### src/rtl/uart_tx_scheduler.sv
// rtl/uart_tx_scheduler.sv - round-robin arbiter and UART frame serializer sharing one tx line
module uart_tx_scheduler #(
    parameter int NUM_REQ    = 4,
    parameter int DATA_BITS  = 8,
    parameter int OVERSAMPLE = 16,
    parameter int STOP_BITS  = 1,
    localparam int IDW = $clog2(NUM_REQ)
) (
    input  logic                           clk,
    input  logic                           rst,
    input  logic                           baud_sample_tick,
    input  logic [NUM_REQ-1:0]             req_valid,
    input  logic [NUM_REQ*DATA_BITS-1:0]   req_data,
    output logic [NUM_REQ-1:0]             req_ready,
    output logic                           tx,
    output logic                           busy,
    output logic [IDW-1:0]                 grant_id,
    output logic                           frame_done
);

    localparam int TW = $clog2(OVERSAMPLE);
    localparam int BW = $clog2(DATA_BITS);

    typedef enum logic [1:0] {IDLE, START, DATA, STOP} state_t;

    state_t               state, state_next;
    logic [TW-1:0]        tick_cnt, tick_cnt_next;
    logic [BW-1:0]        bit_cnt, bit_cnt_next;
    logic [DATA_BITS-1:0] shreg, shreg_next;
    logic [IDW-1:0]       ptr, ptr_next, sel_idx, grant_id_next;
    logic                 sel_found, bit_end, tx_next, frame_done_next;
    int                   cand;

    // Search starts one past the last grant so a held valid cannot starve the others
    always_comb begin
        sel_found = 1'b0;
        sel_idx   = '0;
        cand      = 0;
        for (int k = 1; k <= NUM_REQ; k++) begin
            cand = (int'(ptr) + k) % NUM_REQ;
            if (!sel_found && req_valid[IDW'(cand)]) begin
                sel_found = 1'b1;
                sel_idx   = IDW'(cand);
            end
        end
    end

    always_comb begin
        req_ready = '0;
        if (!rst && state == IDLE && sel_found) begin
            req_ready[sel_idx] = 1'b1;
        end
    end

    assign bit_end = baud_sample_tick && (state != IDLE) && (tick_cnt == TW'(OVERSAMPLE - 1));

    always_comb begin
        state_next      = state;
        tick_cnt_next   = tick_cnt;
        bit_cnt_next    = bit_cnt;
        shreg_next      = shreg;
        ptr_next        = ptr;
        grant_id_next   = grant_id;
        tx_next         = tx;
        frame_done_next = 1'b0;

        if (state != IDLE && baud_sample_tick) begin
            tick_cnt_next = bit_end ? '0 : tick_cnt + TW'(1);
        end

        // tx is registered, so it is driven from the value the next state will present
        case (state)
            IDLE: begin
                tx_next = 1'b1;
                if (sel_found) begin
                    state_next    = START;
                    shreg_next    = req_data[int'(sel_idx) * DATA_BITS +: DATA_BITS];
                    grant_id_next = sel_idx;
                    ptr_next      = sel_idx;
                    tick_cnt_next = '0;
                    tx_next       = 1'b0;
                end
            end
            START: begin
                if (bit_end) begin
                    state_next   = DATA;
                    bit_cnt_next = '0;
                    tx_next      = shreg[0];
                end
            end
            DATA: begin
                if (bit_end) begin
                    shreg_next = shreg >> 1;
                    if (bit_cnt == BW'(DATA_BITS - 1)) begin
                        state_next   = STOP;
                        bit_cnt_next = '0;
                        tx_next      = 1'b1;
                    end else begin
                        bit_cnt_next = bit_cnt + BW'(1);
                        tx_next      = shreg[1];
                    end
                end
            end
            STOP: begin
                if (bit_end) begin
                    if (bit_cnt == BW'(STOP_BITS - 1)) begin
                        state_next      = IDLE;
                        bit_cnt_next    = '0;
                        frame_done_next = 1'b1;
                    end else begin
                        bit_cnt_next = bit_cnt + BW'(1);
                    end
                end
            end
            default: state_next = IDLE;
        endcase
    end

    always_ff @(posedge clk) begin
        if (rst) begin
            state      <= IDLE;
            tick_cnt   <= '0;
            bit_cnt    <= '0;
            shreg      <= '0;
            ptr        <= IDW'(NUM_REQ - 1);
            grant_id   <= '0;
            tx         <= 1'b1;
            busy       <= 1'b0;
            frame_done <= 1'b0;
        end else begin
            state      <= state_next;
            tick_cnt   <= tick_cnt_next;
            bit_cnt    <= bit_cnt_next;
            shreg      <= shreg_next;
            ptr        <= ptr_next;
            grant_id   <= grant_id_next;
            tx         <= tx_next;
            busy       <= (state_next != IDLE);
            frame_done <= frame_done_next;
        end
    end

endmodule
### config.mk
export PLATFORM = sky130hd
export DESIGN_NAME = uart_tx_scheduler
export DESIGN_NICKNAME = d
export VERILOG_FILES = /design/src/rtl/uart_tx_scheduler.sv
export SDC_FILE = /design/constraint.sdc
export NUM_CORES = 1
export LEC_CHECK = 0
export CAP_MARGIN = 10
export CELL_PAD_IN_SITES_DETAIL_PLACEMENT = 1
export CELL_PAD_IN_SITES_GLOBAL_PLACEMENT = 1
export CORE_MARGIN = 8
export CORE_UTILIZATION = 46
export CTS_BUF_LIST = sky130_fd_sc_hd__clkbuf_16
export CTS_CLUSTER_SIZE = 12
export DETAILED_ROUTE_END_ITERATION = 12
export DONT_BUFFER_PORTS = 1
export PLACE_DENSITY_LB_ADDON = 0.1
export RECOVER_POWER = 100
export SKIP_LAST_GASP = 1
export SLEW_MARGIN = 20
export SYNTH_ARGS = -nofsm -noshare
export SYNTH_HDL_FRONTEND = slang
export SYNTH_SLANG_ARGS = --single-unit
### constraint.sdc
create_clock -name clk -period 2.65 [get_ports clk]
set_clock_uncertainty 0.15 [all_clocks]
set_input_delay 0.6625 -clock clk [delete_from_list [all_inputs] [get_ports clk]]
set_output_delay 0.6625 -clock clk [all_outputs]
set_load 0.05 [all_outputs]
* Word level (Yosys, flattened, before mapping)
Index checks and enable logic that the tools add are counted.
** Storage, ports and cells
- Logic and storage cells :: 106
- Register bits after elaboration :: 24
- Output and inout port bits :: 9
- Bits of input ports :: 39
** Operators by class
- Reductions and logical operators :: 24
- Bitwise logic cells :: 2
- Magnitude comparators :: 6
- Add/sub/neg operators :: 6
- Mux-type cells :: 49
- Shift-type cells :: 1
- Equality and inequality tests :: 9
** Operators with widths (number)
- 32-bit by 6-bit indexed part select with 8-bit output :: 1
- 2-bit 2-to-1 mux :: 10
- 4-bit 2-to-1 mux :: 5
- 1-bit 2-to-1 mux :: 18
- 2-bit by 4-bit less-than comparator with 1-bit output (second input constant) :: 4
- 8-bit 2-to-1 mux :: 2
- 8-bit one-hot mux with 2 select lines :: 1
- 3-bit 2-to-1 mux :: 5
- 3-bit one-hot mux with 3 select lines :: 1
- 1-bit binary-select mux with 2-bit select :: 4
- 1-bit logical AND :: 8
- 2-bit inequality test (second input constant) :: 4
- 2-bit one-hot mux with 4 select lines :: 1
- 3-bit AND reduction :: 2
- 2-bit nonzero test :: 3
- 3-bit nonzero test :: 2
- 2-bit by 1-bit adder with 2-bit output (second input constant) :: 2
- 2-bit adder (second input constant) :: 2
- 4-bit by 1-bit adder with 4-bit output (second input constant) :: 1
- 2-bit equality test (second input constant) :: 2
- 4-bit equality test (second input constant) :: 1
- 1-bit zero test :: 4
- 4-bit AND reduction :: 1
- 3-bit by 1-bit adder with 3-bit output (second input constant) :: 1
- 11 further kinds :: 12

* Depth between registers and ports, before layout
Gate-level depths: netlist of the first run.
- Word-level depth :: 19
- Gate-level depth with buffers :: 10

* Least setup slack after synthesis of the first run
No wires, ideal clock.
- Path type :: input to output
- Start point :: in req_valid[1]
- End point :: out req_ready[2]
- Setup slack :: -611 ps
- Stages on the path :: 4
- Arrival time :: 2449 ps
- Buffers on the path :: 1
- Path through :: buf_6 -> nor2_1 -> o221a_2 -> nor3b_1
** Between the ends
- Word-level cells in the longest chain between the ends :: 18
- Elaborated cells on any way between the ends :: 33
** Ends and longest elaborated chain
- start: declaration :: RTL line 12 : input logic [NUM_REQ-1:0] req_valid,
- 1-bit binary-select mux with 2-bit select :: RTL line 41 : if (!sel_found && req_valid[IDW'(cand)]) begin
- 1-bit 2-to-1 mux (not written as such) (2 in a row) :: RTL line 41
- 1-bit 2-to-1 mux :: RTL line 41
- 1-bit zero test :: RTL line 41
- 1-bit logical AND :: RTL line 41
- 1-bit 2-to-1 mux :: RTL line 41
- 1-bit zero test :: RTL line 41
- 1-bit logical AND :: RTL line 41
- 1-bit 2-to-1 mux :: RTL line 41
- 1-bit zero test :: RTL line 41
- 1-bit logical AND :: RTL line 41
- 2-bit 2-to-1 mux :: RTL line 41
- 2-bit by 3-bit less-than comparator with 1-bit output (not written as such) or 2-bit by 1-bit greater-or-equal comparator with 1-bit output (tied branches) :: RTL line 51 : req_ready[sel_idx] = 1'b1;
- 1-bit logical AND (not written as such) :: RTL line 51
- 1-bit 2-to-1 mux (not written as such) :: RTL line 51
- 1-bit demux with 2-bit select :: RTL line 51
- 4-bit 2-to-1 mux (*) :: RTL line 50 : if (!rst && state == IDLE && sel_found) begin
- end: declaration :: RTL line 14 : output logic [NUM_REQ-1:0] req_ready,
Mark *: on every way between the ends. The rest lies on a longest branch, timed or not. The select of a mux whose other input is x is not followed.

* Worst setup path after layout of the first run
- Start point :: reg ptr[0]
- End point :: out req_ready[1]
** Between the ends
- Word-level cells in the longest chain between the ends :: 19
- Elaborated cells on any way between the ends :: 37
** Ends and longest elaborated chain
- start: declaration :: RTL line 30 : logic [IDW-1:0] ptr, ptr_next, sel_idx, grant_id_next;
- start signal: assignment :: RTL line 125 : ptr <= IDW'(NUM_REQ - 1);
- start signal: assignment :: RTL line 135 : ptr <= ptr_next;
- 2-bit by 1-bit adder with 2-bit output :: RTL line 40 : cand = (int'(ptr) + k) % NUM_REQ;
- 1-bit binary-select mux with 2-bit select :: RTL line 41
- 1-bit 2-to-1 mux (not written as such) (2 in a row) :: RTL line 41
- 1-bit 2-to-1 mux :: RTL line 41
- 1-bit zero test :: RTL line 41
- 1-bit logical AND :: RTL line 41
- 1-bit 2-to-1 mux :: RTL line 41
- 1-bit zero test :: RTL line 41
- [2 not listed]
- 1-bit zero test :: RTL line 41
- 1-bit logical AND :: RTL line 41
- 2-bit 2-to-1 mux :: RTL line 41
- 2-bit by 3-bit less-than comparator with 1-bit output (not written as such) or 2-bit by 1-bit greater-or-equal comparator with 1-bit output (tied branches) :: RTL line 51
- 1-bit logical AND (not written as such) :: RTL line 51
- 1-bit 2-to-1 mux (not written as such) :: RTL line 51
- 1-bit demux with 2-bit select :: RTL line 51
- 4-bit 2-to-1 mux (*) :: RTL line 50
Marked as above.

==> results of run 1 <==
==> stage by stage <==
stage	setup slack, ns	area [sq um]	util [%]	hold WS (ns)
after floorplan	-0.1134	1808	-	0.2918
after global placement	0.2744	1877	50.88	0.3065
final	0.08546	1904	51.63	0.3270
after global routing	0.01770	1904	51.63	0.3163
after CTS	0.03493	1954	52.99	0.3143
after detailed placement	0.2052	1877	50.88	0.3158
==> cells by family after synthesis <==
family	after synthesis	synth area share, %
compound gates	60	26.54
xor+xnor	1	0.4955
fa+ha+maj	8	5.662
buf+inv	25	7.785
flops	24	27.18
mux	11	6.936
simple gates	90	25.41
==> synthesized netlist by cell type, types with 2 or more instances <==
| master | instances | area share (%) |
|---|---|---|
| inv_1 | 12 | 2.5 |
| nor2_1 | 24 | 5.1 |
| nand2b_1 | 5 | 1.8 |
| a211o_1 | 2 | 0.99 |
| o21a_1 | 2 | 0.85 |
| a21oi_1 | 14 | 4.0 |
| a32o_1 | 3 | 1.7 |
| a221oi_1 | 3 | 1.5 |
| mux2i_1 | 10 | 5.7 |
| a211oi_1 | 2 | 0.85 |
| o21ai_0 | 5 | 1.4 |
| clkbuf_1 | 5 | 1.1 |
| and3_1 | 4 | 1.4 |
| nor3b_1 | 5 | 2.1 |
| buf_6 | 5 | 3.2 |
| nand2_1 | 27 | 5.7 |
| or3_1 | 2 | 0.71 |
| a22o_1 | 3 | 1.5 |
| o211ai_1 | 7 | 3.0 |
| and2_1 | 2 | 0.71 |
| nand3_1 | 6 | 1.7 |
| dfxtp_1 | 24 | 27 |
| a31oi_1 | 3 | 1.1 |
| nor3_1 | 4 | 1.1 |
| nor2b_1 | 4 | 1.4 |
| ha_1 | 8 | 5.7 |
| a21boi_0 | 2 | 0.85 |
| buf_2 | 2 | 0.57 |
==> area by class of cell <==
class	instances	share of cell area (%)
Timing Repair Buffer	12	4.402
Tap cell	48	3.154
Inverter	12	2.365
Multi-Input combinational cell	170	60.91
Clock buffer	3	3.942
Sequential cell	24	25.23
==> state kept, by name (all words and copies together) (netlist names) <==
| signal | cells |
|---|---|
| frame_done | 1 |
| shreg | 8 |
| bit_cnt | 3 |
| tick_cnt | 4 |
| ptr | 2 |
| tx | 1 |
| busy | 1 |
| grant_id | 2 |
| state | 2 |
==> where the power goes <==
group          internal (mW)  leakage, nW  switching, mW
Sequential             0.392        0.197         0.0555
Combinational          0.121        0.509          0.143
Clock                  0.200       0.0370          0.126
==> how the worst min path moves through the flow <==
| stage | start | end | slack, ns |
|---|---|---|---|
| final | rst | bit_cnt[2] | 0.33 |
| after floorplan | shreg[4] | shreg[4] | 0.29 |
| after detailed placement | shreg[4] | shreg[4] | 0.32 |
| after global placement | shreg[6] | shreg[6] | 0.31 |
| after CTS | rst | bit_cnt[2] | 0.31 |
| after global routing | rst | bit_cnt[2] | 0.32 |
==> layer usage <==
layer	global-route usage (%)	routed length, um	vias to the layer above	share of wire, %
met5	0	0	-	0
met4	4.444	59	0	1.1
met3	3.571	206	7	3.9
met2	31.83	2674	33	50
met1	19.91	2362	810	45
li1	-	-	803	-
==> critical path, delay by kind of cell (launching register included) <==
family / cells / cell delay [ns]
compound gates: 2 / 0.29
simple gates: 2 / 0.43
buf+inv: 1 / 0.25
flops: 1 / 0.53
==> what timing repair did <==
item                                    CTS  global route
pin swaps                                 0             0
gates resized for setup                   1             2
endpoints found under the setup margin    4             4
==> qor.yml, run 1 <==
finish:
  final_cell_mix: "27 x nand2_1, 25 x nor2_1, 24 x dfxtp_1, 14 x a21oi_1, 12 x inv_1"
  finalNetCount: 270
  multi_input_area_sq_mm: 0.001160
  final_common_cell: "nand2_1"
  syn_to_final_growth_pct: 7.714
  drive_gt1_share_pct: 10.86
  antenna_cells: 0
  fillers: 465
  register_area_sq_um: 480.5
  final_cells: 269
logic_synthesis:
  synth_fp_nets: 266
  seq_area_frac_synth_pct: 27.18
  ys_async_sr_fraction_pct: 0
  synth_edf_count: 0
  synth_cell_types: 52
  synth_flop_cell: "dfxtp_1"
  yosysWarnings: 0
  synth-seq-cells: 24
  syn_inst: 219
  synth_area_sq_mm: 0.001768
  synth_area_per_cell_sq_um: 8.073
run_status:
  outcome: "complete, no violations"
global_routing:
  grtUsageTotal_pct: 17.38
  grt_pass1_vias: 1765
  antenna_found_initial: 0
  grt_max_degree: 20
  grt_pass1_wl_mm: 8.818
  overflow: 0
min_path:
  hold_path_class: "primary input to flip-flop"
  hold_path_depth: 1
sta:
  tightest_slew_ns: 0.5531
  fin_tns_setup_ns: 0
  period_share_pct: 96.77
  rsz0062_at_grt: "false"
  min_period_ns: 2.565
  finalHoldViolCount: 0
  drv_slew: 0
  max_slew_margin_pct: 63.06
  setup_viol: 0
  fmax_ghz: 0.3899
worst_setup_path:
  timing.rr.end: "shreg[3]"
  cp-end-kind: "output port"
  regToRegSetupSlack_ns: 0.11
  worst-setup-path-type: "flip-flop to output port"
  r2r_start: "state[0]"
  cp-endpoint: "req_ready[1]"
  reg2reg_depth: 8
  start_kind: "flip-flop"
  startpoint: "ptr[0]"
  cp.required_ns: 1.84
  critPathMaxFanout: 10
  cpPeakStageDelay_ns: 0.53
  cp_slowest_cell: "dfxtp_1"
  worstPathCellList: "a2bb2oi_1, o22ai_1, and2_1, nor3b_4, clkbuf_4"
  crit_arrival_ns: 1.75
placed_design:
  dp.final_hpwl_mm: 4.000
  io_buffers: 0
  gp_congestion: 0.8000
  dp_cells: 266
clock_tree:
  cts_tree: "done"
  ctsLongestPathBuffers: 2
  postCtsHoldBufs: 0
  cts.sinks: 24
  post_cts_buffers: 0
  cts_buffers: 3
  clockRootBuffer: "clkbuf_16"
  clk_pin_slew_ns: 0.06
  htree_levels: 1
  clock_latency_ns: 0.26
floorplan:
  die_y_um: 78.00
  die_w_um: 78.00
  start_util_pct: 47.93
  io_pins: 48
  core-area_sq_mm: 0.003689
  die-area_sq_mm: 0.006083
  rows: 22
drt:
  routed_wl_mm: 5.301
  drc: 0
  drtIter0Drc: 119
  viasPerCell: 6.145
  wl_per_cell_um: 19.71
  vias: 1653
  ant_nets: 0
  drtPass1Iterations: 4
run:
  drv_cap: 0
power:
  ir_drop_v: 0.0003582
  powerDensity_mw_per_mm2: 544.2
  finalPower_mw: 1.036
  leakagePower_nw: 0.7433
(Power assumes the default switching activity.)
==> run 2: changes to the inputs <==
Clock period 2.65 ns to 2.55 ns, I/O delays scaled along.
==> run 2 against run 1 <==
Effect of this change:
- final cell count is 0.37% higher
- power is 4.8% higher
- largest power group unchanged
- cell area is 1.6% higher
- worst setup slack better by 0.013 ns
- core utilization is 0.81 points higher
- register-to-register slack better by 0.07 ns
- routed wire length is 0.64% lower
- worst hold slack worse by 0.039 ns
- sequential power is 4% higher
- critical endpoint unchanged
- largest cell class unchanged
- clock power is 6% higher
==> qor.yml, run 2 (synthesized netlist as in run 1, its figures left out) <==
worst_setup_path:
  crit_arrival_ns: 1.66
  worst-setup-path-type: "flip-flop to output port"
  crit_family: "buffers and inverters"
  cp.required_ns: 1.76
  cp-end-kind: "output port"
  critPathMaxFanout: 6
  start_kind: "flip-flop"
  worstPathCellList: "inv_1, ha_2, o41ai_1, buf_4, nor3b_2, buf_12"
  cpPeakStageDelay_ns: 0.35
  worst-path-buf-inv: 3
  cp_slowest_cell: "dfxtp_1"
clock_tree:
  cts_buffers: 3
  cts.sinks: 24
  post_cts_buffers: 0
  ctsLongestPathBuffers: 2
  clock_latency_ns: 0.26
  clockRootBuffer: "clkbuf_16"
  cts_tree: "done"
  htree_levels: 1
  clk_pin_slew_ns: 0.07
finish:
  final_cell_mix: "27 x nand2_1, 23 x nor2_1, 22 x dfxtp_1, 14 x a21oi_1, 12 x inv_1"
  drive_gt1_share_pct: 13.96
  top_regs: "shreg: 8 flops, tick_cnt: 4 flops, bit_cnt: 3 flops"
  antenna_cells: 0
  fin_area_sq_mm: 0.001934
  finalNetCount: 271
  syn_to_final_growth_pct: 9.413
  largest_reg_flops: 8
  largest_register: "shreg"
  final_common_cell: "nand2_1"
  final_cells: 270
floorplan:
  die_w_um: 78.00
  die-area_sq_mm: 0.006083
  io_pins: 48
  core-area_sq_mm: 0.003689
  start_util_pct: 47.93
  rows: 22
  die_y_um: 78.00
min_path:
  hold_path_class: "primary input to flip-flop"
placed_design:
  io_buffers: 0
  gp_congestion: 0.7812
  dp.final_hpwl_mm: 4.134
  dp_cells: 267
  postPlaceCellArea_sq_mm: 0.001893
sta:
  period_share_pct: 96.13
  min_period_ns: 2.451
  rsz0062_at_grt: "false"
  setup_viol: 0
  tightest_slew_ns: 0.5551
  finalHoldViolCount: 0
  fmax_ghz: 0.4079
  max_slew_margin_pct: 62.93
  drv_slew: 0
  fin_tns_setup_ns: 0
  hold_ws_ns: 0.2885
global_routing:
  overflow: 0
  grt_pass1_vias: 1791
  grt_pass1_wl_mm: 8.700
  grtUsageTotal_pct: 17.10
  antenna_found_initial: 0
  grt_max_degree: 20
drt:
  viasPerCell: 6.059
  drc: 0
  vias: 1636
  routed_wl_mm: 5.267
  wl_per_cell_um: 19.51
  ant_nets: 0
  drtIter0Drc: 82
  drtPass1Iterations: 4
power:
  powerDensity_mw_per_mm2: 561.6
  leakagePower_nw: 0.7494
  ir_drop_v: 0.0002923
run_status:
  outcome: "complete, no violations"
run:
  drv_cap: 0
run 2: changes by cell type in the layout (fill, tap and decap cells not counted), moves of 2 or more:
cell      previous run  this run
clkbuf_4             3         1
dfxtp_1             24        22
dfxtp_2              0         2
nor2_1              25        23
nor2_2               0         2
run 2: report_power, final:
group,switching (mW),leakage [nW],internal (mW)
Sequential,0.0580,0.197,0.408
Combinational,0.148,0.516,0.129
Clock,0.135,0.0370,0.208
Total,0.342,0.749,0.745
run 2: timing repair:
action                                  in CTS  in global routing
endpoints found under the setup margin       1                  5
hold buffers                                 0                  0
gates resized for setup                      1                  4
endpoints found under the hold margin        0                  0
run 2: layout make-up:
type | count | area, sq um
Sequential cell | 24 | 483.0
Fill cell | 465 | 1754
Clock buffer | 3 | 75.07
Inverter | 12 | 45.04
Multi-Input combinational cell | 170 | 1171
Timing Repair Buffer | 13 | 100.1
Tap cell | 48 | 60.06
run 2: routing by layer:
metal / GRT usage (%) / share of wire (%) / up-vias
li1: - / - / 799
met1: 19.18 / 44 / 792
met2: 30.99 / 50 / 37
met3: 4.263 / 4.7 / 8
met4: 5.000 / 1.8 / 0
met5: 0 / 0 / -
run 2: metrics by stage:
stage | util (%) | setup slack (ns) | power, mW
2_1_floorplan | - | 0.01944 | 0.7082
6_report | 52.44 | 0.09870 | 1.086
5_1_grt | 52.44 | 0.008580 | 1.132
3_5_place_dp | 51.32 | 0.1478 | 0.7576
3_3_place_gp | 51.32 | 0.2254 | 0.7434
4_1_cts | 53.46 | 0.02595 | 1.095
run 2: path summary, 6_finish.rpt:
kind	start	slack, ns	to	depth (start not counted)
min reg2reg	shreg[4]	0.33	shreg[4]	1
max reg2reg	state[0]	0.18	shreg[5]	9
max	state[0]	0.1	req_ready[1]	6
min	rst	0.29	bit_cnt[2]	1
==> run 3: changes to the inputs <==
Settings changed: SETUP_SLACK_MARGIN set to 0.3.
==> run 3 against run 2 <==
Effect of this change:
- clock-buffer cell count is the same
- critical endpoint is now req_ready[3]
- routed wire length grew 6.4%
- largest cell class unchanged
- power up 4.1%
- highest routed layer unchanged
==> qor.yml, run 3 (synthesized netlist as in run 1, its figures left out) <==
run_status:
  outcome: "complete, no violations"
sta:
  fmax_ghz: 0.4163
  tightest_slew_ns: 0.5823
  setup_viol: 0
  finalHoldViolCount: 0
  worst_slack_ns: 0.1478
  fin_tns_setup_ns: 0
  min_period_ns: 2.402
  rsz0062_at_grt: "true"
  drv_slew: 0
  period_share_pct: 94.20
  max_slew_margin_pct: 61.18
floorplan:
  die-area_sq_mm: 0.006083
  die_w_um: 78.00
  io_pins: 48
  rows: 22
  die_y_um: 78.00
  start_util_pct: 47.93
  core-area_sq_mm: 0.003689
worst_setup_path:
  crit_arrival_ns: 1.61
  crit_family: "simple AND/OR/NAND/NOR gates"
  critPathMaxFanout: 9
  start_kind: "primary input"
  cp.required_ns: 1.76
  cpPeakStageDelay_ns: 0.29
  worstPathCellList: "nor2_4, a21oi_1, nor2_1, o21ai_2, nor3_4, clkbuf_2"
  worst-setup-path-type: "primary input to output port"
  cp_slowest_cell: "clkbuf_2"
  path_depth: 6
  worst-path-buf-inv: 1
  reg2reg_depth: 9
  cp-end-kind: "output port"
drt:
  met2_length_mm: 2.947
  routed_wl_mm: 5.602
  drtPass1Iterations: 4
  wl_per_cell_um: 19.80
  viasPerCell: 6.014
  met3_length_um: 322
  ant_nets: 0
  drc: 0
  top_layer: "met4"
  vias: 1702
  wl_met1_mm: 2.288
  drtIter0Drc: 125
finish:
  largest_reg_flops: 8
  final_common_cell: "nand2_1"
  top_regs: "shreg: 8 flops, tick_cnt: 4 flops, bit_cnt: 3 flops"
  post-route-util_pct: 57.16
  syn_to_final_growth_pct: 19.25
  drive_gt1_share_pct: 21.70
  antenna_cells: 0
  final_cell_mix: "27 x nand2_1, 22 x nor2_1, 21 x dfxtp_1, 17 x buf_4, 13 x a21oi_1"
  fillers: 458
  finalNetCount: 284
  largest_register: "shreg"
placed_design:
  dp.final_hpwl_mm: 4.099
  io_buffers: 0
  pre_cts_slack_ns: 0.1699
  gp_congestion: 0.8614
global_routing:
  grt_max_degree: 20
  grt_pass1_wl_mm: 8.914
  antenna_found_initial: 0
  grt_pass1_vias: 1849
  overflow: 0
  grtUsageTotal_pct: 17.43
clock_tree:
  clock_latency_ns: 0.26
  clockRootBuffer: "clkbuf_16"
  clk_pin_slew_ns: 0.06
  cts_tree: "done"
  postCtsHoldBufs: 0
  cts_buffers: 3
  ctsLongestPathBuffers: 2
  htree_levels: 1
  cts.sinks: 24
power:
  leakagePower_nw: 0.8300
  ir_drop_v: 0.0002557
  powerDensity_mw_per_mm2: 536.1
min_path:
  hold_path_depth: 1
  hold_path_class: "primary input to flip-flop"
run:
  drv_cap: 0
run 3: changes by cell type in the layout (fill, tap and decap cells not counted), sizes merged:
cell / before / now
clkbuf: 7 / 10
buf: 9 / 19
run 3: final cells by class:
class                      instances  area (sq um)  area share [%]
inverter                          12         47.55           2.255
multi-input combinational        170          1241           58.87
clock buffer                       3         75.07           3.561
sequential                        24         491.7           23.32
timing repair buffer              26         192.7           9.139
tap                               48         60.06           2.849
run 3: path summary, 6_finish.rpt:
path              slack [ns]    startpoint            to
setup / recovery        0.15  req_valid[1]  req_ready[3]
hold / removal          0.29           rst    bit_cnt[2]
setup reg to reg        0.21      state[1]          busy
hold reg to reg         0.34      shreg[6]      shreg[6]
run 3: power breakdown:
| part | internal (mW) | total, mW | switching [mW] | leakage (nW) |
|---|---|---|---|---|
| Combinational | 0.165 | 0.331 | 0.166 | 0.595 |
| Clock | 0.207 | 0.334 | 0.126 | 0.0370 |
| Sequential | 0.408 | 0.466 | 0.0573 | 0.198 |
run 3: layer usage:
metal	vias up	GRT usage, %
li1	828	-
met1	822	20.05
met2	46	31.83
met3	6	4.608
met4	0	2.778
met5	-	0
run 3: metrics by stage:
stage               area [sq um]  std cells  hold WS, ns  power [mW]
CTS                         2057        274       0.2930       1.121
finish                      2108        283       0.2911       1.130
detailed placement          1886        265       0.3179      0.7594
global placement            1886        265       0.3043      0.7459
global route                2108        283       0.2876       1.191
floorplan                   1828        219       0.2918      0.7115
run 3: repair_timing:
action,4_1_cts,5_1_grt
setup buffers,6,9
endpoints found under the setup margin,6,5
pin swaps,2,6
hold endpoints to repair,0,0
gates resized for setup,17,9
